**config.mk**
```make
export PLATFORM = sky130hd
export DESIGN_NAME = button_debouncer
export DESIGN_NICKNAME = d
export VERILOG_FILES = /design/src/rtl/button_debouncer.sv
export SDC_FILE = /design/constraint.sdc
export NUM_CORES = 1
export LEC_CHECK = 0
export CORE_MARGIN = 3
export CORE_UTILIZATION = 30
export DETAILED_ROUTE_END_ITERATION = 10
export HOLD_SLACK_MARGIN = 0.08
export PLACE_DENSITY = 0.46
export SYNTH_ARGS = -nofsm -noshare
export SYNTH_HDL_FRONTEND = slang
export SYNTH_SLANG_ARGS = --single-unit
```
**constraint.sdc**
```tcl
create_clock -name clk -period 2.09 [get_ports clk]
set_input_delay 0.209 -clock clk [delete_from_list [all_inputs] [get_ports clk]]
set_output_delay 0.209 -clock clk [all_outputs]
set_load 0.02 [all_outputs]
```
**src/rtl/button_debouncer.sv**
```systemverilog
// Push-button debouncer: 2-flop synchronizer plus stability-counter FSM.
// Optional long-press output enabled by defining DEBOUNCER_HOLD_EN.
//
// state        | meaning
// STABLE_LOW   | accepted level is 0, idle
// WAIT_HIGH    | synchronized input is 1, counting toward acceptance
// STABLE_HIGH  | accepted level is 1, idle
// WAIT_LOW     | synchronized input is 0, counting toward acceptance
module button_debouncer #(
  parameter int DEBOUNCE_CYCLES = 1000000,
  parameter int CNT_WIDTH       = 20,
  parameter int HOLD_CYCLES     = 100000000,
  parameter int HOLD_WIDTH      = 27
) (
  input  logic clk,
  input  logic rst,
  input  logic in,
  output logic out,
  output logic busy,
  output logic hold
);

  typedef enum logic [1:0] {
    STABLE_LOW  = 2'd0,
    WAIT_HIGH   = 2'd1,
    STABLE_HIGH = 2'd2,
    WAIT_LOW    = 2'd3
  } state_t;

  localparam logic [CNT_WIDTH-1:0] CNT_LAST = CNT_WIDTH'(DEBOUNCE_CYCLES - 1);

  state_t               state, next_state;
  logic [CNT_WIDTH-1:0] cnt, next_cnt;
  logic                 s1, s2;

  always_comb begin
    next_state = state;
    next_cnt   = cnt;
    case (state)
      STABLE_LOW: begin
        if (s2) begin
          next_state = WAIT_HIGH;
          next_cnt   = '0;
        end
      end
      WAIT_HIGH: begin
        if (!s2) begin
          next_state = STABLE_LOW;
          next_cnt   = '0;
        end else if (cnt == CNT_LAST) begin
          next_state = STABLE_HIGH;
          next_cnt   = '0;
        end else begin
          next_cnt = cnt + 1'b1;
        end
      end
      STABLE_HIGH: begin
        if (!s2) begin
          next_state = WAIT_LOW;
          next_cnt   = '0;
        end
      end
      WAIT_LOW: begin
        if (s2) begin
          next_state = STABLE_HIGH;
          next_cnt   = '0;
        end else if (cnt == CNT_LAST) begin
          next_state = STABLE_LOW;
          next_cnt   = '0;
        end else begin
          next_cnt = cnt + 1'b1;
        end
      end
      default: begin
        next_state = STABLE_LOW;
        next_cnt   = '0;
      end
    endcase
  end

  // busy follows the registered state, so it trails state entry by one edge
  always_ff @(posedge clk) begin
    if (!rst) begin
      s1    <= 1'b0;
      s2    <= 1'b0;
      state <= STABLE_LOW;
      cnt   <= '0;
      out   <= 1'b0;
      busy  <= 1'b0;
    end else begin
      s1    <= in;
      s2    <= s1;
      state <= next_state;
      cnt   <= next_cnt;
      out   <= (next_state == STABLE_HIGH) || (next_state == WAIT_LOW);
      busy  <= (state == WAIT_HIGH) || (state == WAIT_LOW);
    end
  end

`ifdef DEBOUNCER_HOLD_EN
  localparam logic [HOLD_WIDTH-1:0] HOLD_LAST = HOLD_WIDTH'(HOLD_CYCLES - 1);

  logic [HOLD_WIDTH-1:0] hold_cnt;

  // Only a real return to STABLE_LOW clears; a bounce inside WAIT_LOW keeps counting
  always_ff @(posedge clk) begin
    if (!rst) begin
      hold_cnt <= '0;
      hold     <= 1'b0;
    end else if (next_state == STABLE_LOW) begin
      hold_cnt <= '0;
      hold     <= 1'b0;
    end else if ((state == STABLE_HIGH) || (state == WAIT_LOW)) begin
      if (hold_cnt == HOLD_LAST) begin
        hold <= 1'b1;
      end else begin
        hold_cnt <= hold_cnt + 1'b1;
      end
    end
  end
`else
  logic unused_hold_cfg;
  assign unused_hold_cfg = ^{HOLD_CYCLES, HOLD_WIDTH};
  assign hold = 1'b0;
`endif

endmodule

```
==> results.cfg, run 1 <==
[finish]
synthToLayoutAreaGrowth_pct = 9.69
drive_gt1_share_pct = 11.0
final_cells = 195
multiInputGateArea_sq_um = 723
nets = 150
design_area_sq_um = 1420
fin_util_pct = 34.7
fill_cells = 437
antenna_cells = 0
final-seq-area_sq_um = 520

[placement]
hpwlAfterDp_mm = 1.81
finalWeightedCongestion = 0.720
io_buffers = 4
dp_slack_ps = 262
place_inst = 191
placed_area_sq_um = 1360

[power]
peakVddDrop_mv = 0.324
seqPwrFrac_pct = 58.2
combPwrFrac_pct = 3.7
sw_frac_of_total_pct = 20.9
p_leak_nw = 0.453
p_per_area_nw_per_um2 = 606
p_total_uw = 858
clockPowerShare_pct = 38.1
internal_power_uw = 678
power_switching_uw = 180

[synth]
synth_top_area_share_pct = 40.3
syn_inst = 142
syn_avg_cell_area_sq_um = 9.09
synth_cell_type_count = 44
synth-edff-count = 0
synthesis.area_sq_um = 1290
yosysWarnings = 0
synth_most_common_cell = dfxtp_1
yosys.area.top_type = dfxtp_1
ys_top_cells_by_area = dfxtp_1 40%, a31oi_1 5.3%, nand2_1 4.1%
synthFlopType = dfxtp_1
seq_area_frac_synth_pct = 40.3
synth_async_sr_flop_share_pct = 0
ys_ff_latch = 26
syn_nets = 146
synthTopCellsByCount = 26 x dfxtp_1, 14 x nand2_1, 11 x a31oi_1

[clocking]
cts_resized = 0
post_cts_buffers = 0
clock_path_buffers = 2
cts.reportedPaths.clkPinSlew_ps = 90
cts_tree = yes
clk_latency_ps = 270
htreeDepth = 1
cts-root-buf = clkbuf_8
cts_hold_buf = 0
cts_buffers = 3
cts_sinks = 26

[detailed_routing]
vias = 1022
wl_per_cell_microns = 13.1
drt-initial-drc-count = 39
via_per_inst = 5.24
antenna_left = 0
drc = 0
wl_mm = 2.56
dr.pass1.iters = 4

[worst_setup_path]
cp_max_fo = 26
critPathTopFamily = compound AO/OA/AOI/OAI gates
crit_required_ps = 2300
worstPathCellList = nor4b_1 > and4_2 > a21oi_4 > or2b_1 > a31oi_1
critPathLaunch = cnt[12]$_SDFFE_PN0P_
setup.worst_path.class = register to register
slowest_stage = a21oi_4
arrival_ps = 2060
start_kind = register
crit_path_end_kind = register
reg2reg_from = cnt[12]$_SDFFE_PN0P_
path_buf_inv = 0
reg2reg_slack_ps = 240
max_stage_delay_ps = 530

[sta]
hold_viol = 0
slew_headroom_pct = 58.9
min_period_ps = 1850
tns_ps = 0
fmax_mhz = 541
post-route-period-util_pct = 88.4
finalWorstSetupSlack_ps = 242
setup_viol = 0
rsz0062_at_grt = no
maxSlewViolCount = 0
hold_ws_ps = 441
max_slew.worst_pin.slew_ps = 615
fin_skew_ps = 5.81

[global_route]
grt_use_met1_pct = 15.3
met2_usage_pct = 16.3
overflow = 0
grt_pass1_wl_mm = 4.43
grt_pass1_vias = 917
grt_max_degree = 27
grt.met3_usage_pct = 2.95
grt_util_all_layers_pct = 11.2
antenna_found_initial = 0
grt.busiest_layer = met2

[floorplanning]
fp.dieH_microns = 71.6
ios = 6
die_x_microns = 71.6
start_util_pct = 31.6
rows = 23
die_area_sq_um = 5130
coreArea_sq_um = 4090

[worst_hold_path]
hold_class = register to register
hold_start = s1$_SDFF_PN0_

[outcome]
status = finished clean

[job]
maxCapViolCount = 0
[cells by family after synthesis]
group / Yosys count / share of synthesized area (%)
other: 1 / 0.290
adder cells (fa/ha/maj): 1 / 0.969
XOR/XNOR: 5 / 3.97
AND/OR/NAND/NOR: 63 / 30.5
buffers and inverters: 8 / 3.68
multiplexers: 4 / 3.10
AO/OA/AOI/OAI: 34 / 17.2
flip-flops: 26 / 40.3
[registers in the layout (all words and copies together) (netlist names)]
register,flops
out,1
s2,1
s1,1
state,2
cnt,20
busy,1
[final timing paths]
kind | endpoint | cells past startpoint
worst min register to register | s2$_SDFF_PN0_ | 1
worst max register to register | cnt[16]$_SDFFE_PN0P_ | 5
worst max-delay path | cnt[16]$_SDFFE_PN0P_ | 5
worst min-delay path | s2$_SDFF_PN0_ | 1
[routing by layer]
metal  vias to the layer above  wire length [microns]
li1                        526                      -
met1                       485                   1350
met2                         6                   1100
met3                         5                     47
met4                         0                     57
met5                         -                      0
[power groups by stage]
stage	combinational, mW	sequential, mW	clock, mW
after detailed placement	0.0321	0.511	0
after global routing	0.0356	0.500	0.371
after floorplan	0.0218	0.511	0
final	0.0317	0.500	0.326
after CTS	0.0323	0.500	0.344
after global placement	0.0318	0.511	0
[placed cells by master, fill, tap and decap left out, drive strengths merged, types with 2 or more instances in the layout]
master / n
nand2b: 3
nor2b: 4
dfxtp: 26
clkbuf: 4
a22o: 2
nor2: 8
and2: 4
mux2i: 4
a21o: 2
clkdlybuf4s50: 4
nand2: 14
nand4: 6
and4: 3
inv: 2
a21oi: 10
nor4: 4
xor2: 2
a21boi: 2
and3: 3
xnor2: 3
nand3: 8
o21ai: 4
a31oi: 11
[worst register-to-register path, cell delays in order (launching register included)]
cell and delay [ps]:
dfxtp_1 460, nor4b_1 90, and4_2 280, a21oi_4 530, or2b_1 280, a31oi_1 150
[layout make-up]
class | count | area share (%)
clock buffers | 4 | 3.89
inverters | 2 | 0.530
repair buffers | 5 | 3.36
flip-flops and latches | 26 | 36.7
multi-input cells | 108 | 51.1
well taps | 50 | 4.42
Note: power is estimated with default switching activity, not from simulation.
==> inputs of run 2 (changes only) <==
- PLACE_DENSITY: 0.46 -> 0.48
- clock period: 2.09 -> 1.6 ns (I/O delays scaled with it)
==> results.cfg, run 2 (synthesis results as in run 1) <==
[detailed_routing]
wl_mm = 3.19
dr.pass1.iters = 4
wl_per_cell_microns = 13.9
via_per_inst = 5.23
drc = 0
antenna_left = 0
vias = 1204
drt-initial-drc-count = 67

[worst_setup_path]
crit_required_ps = 1760
crit_top_cell = buf_4
setup.worst_path.class = register to register
max_stage_delay_ps = 360
arrival_ps = 1770
crit_path_end_kind = register
start_kind = register
worstPathCellList = ha_4 > nand3_4 > buf_4 > nor4_4 > buf_4 > nand3_1 > a21oi_1 > mux2i_1
cp_max_fo = 4
slowest_stage = dfxtp_2

[floorplanning]
rows = 23
coreArea_sq_um = 4090
die_area_sq_um = 5130
ios = 6
die_x_microns = 71.6
fp.dieH_microns = 71.6
start_util_pct = 31.6

[finish]
largest_registers = cnt: 20 flops, state: 2 flops
synthToLayoutAreaGrowth_pct = 44.8
drive_gt1_share_pct = 41.7
largest_register_ff_count = 20
final_cells = 230
nets = 185
final_cell_mix = 31 x buf_4, 14 x nand2_1, 13 x dfxtp_1
design_area_sq_um = 1870
fill_cells = 406
antenna_cells = 0
largest-register = cnt
layout_commonest_cell = buf_4
fin_util_pct = 45.7

[placement]
placed_area_sq_um = 1560
finalWeightedCongestion = 0.882
dp_slack_ps = -78.7
place_inst = 218
io_buffers = 4
hpwlAfterDp_mm = 2.15

[power]
p_leak_nw = 0.693
p_per_area_nw_per_um2 = 673
peakVddDrop_mv = 0.347
p_total_mw = 1.26

[clocking]
htreeDepth = 1
cts_hold_buf = 0
cts-root-buf = clkbuf_8
cts_sinks = 26
clock_path_buffers = 2
cts.reportedPaths.clkPinSlew_ps = 100
clk_latency_ps = 280
cts_tree = yes
cts_buffers = 3

[sta]
fin_skew_ps = 10.0
maxSlewViolCount = 0
rsz0062_at_grt = yes
fmax_mhz = 621
setup_viol = 2
post-route-period-util_pct = 101
tns_ps = -12.5
finalWorstSetupSlack_ps = -11.2
min_period_ps = 1610
hold_viol = 0
hold_ws_ps = 451

[global_route]
grt_util_all_layers_pct = 12.3
overflow = 0
grt_pass1_vias = 1121
antenna_found_initial = 0
grt_max_degree = 16
grt_pass1_wl_mm = 5.18

[outcome]
violations = negative setup slack
status = complete, but fails checks

[job]
maxCapViolCount = 0

[worst_hold_path]
hold_class = register to register
## run 2: cell types whose count changed in the layout (fill, tap and decap cells not counted), sizes merged
cell / change
buf: +34
a21oi: +1
bufinv: +1
clkbuf: -1
## run 2: power by group
group / internal, mW / leakage (nW) / total (mW) / switching [mW]
Combinational: 0.0241 / 0.439 / 0.0524 / 0.0283
Clock: 0.335 / 0.0357 / 0.556 / 0.221
Sequential: 0.646 / 0.217 / 0.650 / 0.00395
Total: 1.00 / 0.693 / 1.26 / 0.253
## run 2: layout make-up
type | count | area (sq um) | share of cell area, %
clock buffers | 3 | 41.3 | 2.21
multi-input cells | 109 | 866 | 46.3
inverters | 2 | 7.51 | 0.402
repair buffers | 39 | 318 | 17.0
well taps | 50 | 62.6 | 3.35
clock inverters | 1 | 30.0 | 1.61
flip-flops and latches | 26 | 544 | 29.1
## run 2: routing by layer
metal	global-route usage [%]	vias to the layer above	wire (microns)
met5	0	-	0
met4	3.13	0	19
met3	2.52	2	105
met2	19.6	16	1570
met1	17.1	589	1500
li1	-	597	-
## run 2: worst paths after layout
check | from | to | slack (ps) | depth (start not counted)
max reg2reg | cnt[0]$_SDFFE_PN0P_ | cnt[18]$_SDFFE_PN0P_ | -10 | 8
max | cnt[0]$_SDFFE_PN0P_ | cnt[18]$_SDFFE_PN0P_ | -10 | 8
min | s1$_SDFF_PN0_ | s2$_SDFF_PN0_ | 450 | 1
min reg2reg | s1$_SDFF_PN0_ | s2$_SDFF_PN0_ | 450 | 1
## run 2: what timing repair did
action                                  CTS  global route
gates resized for setup                   9            35
buffers inserted                          1             6
gates cloned                              0             1
endpoints found under the setup margin   17            19
pin swaps                                 3             9
## run 2: critical path, delay by kind of cell, from the launching register on
kind            cells  cell delay [ps]
simple gates        3              440
flops               1              360
buf+inv             2              330
fa+ha+maj           1              150
compound gates      1              120
mux                 1               90
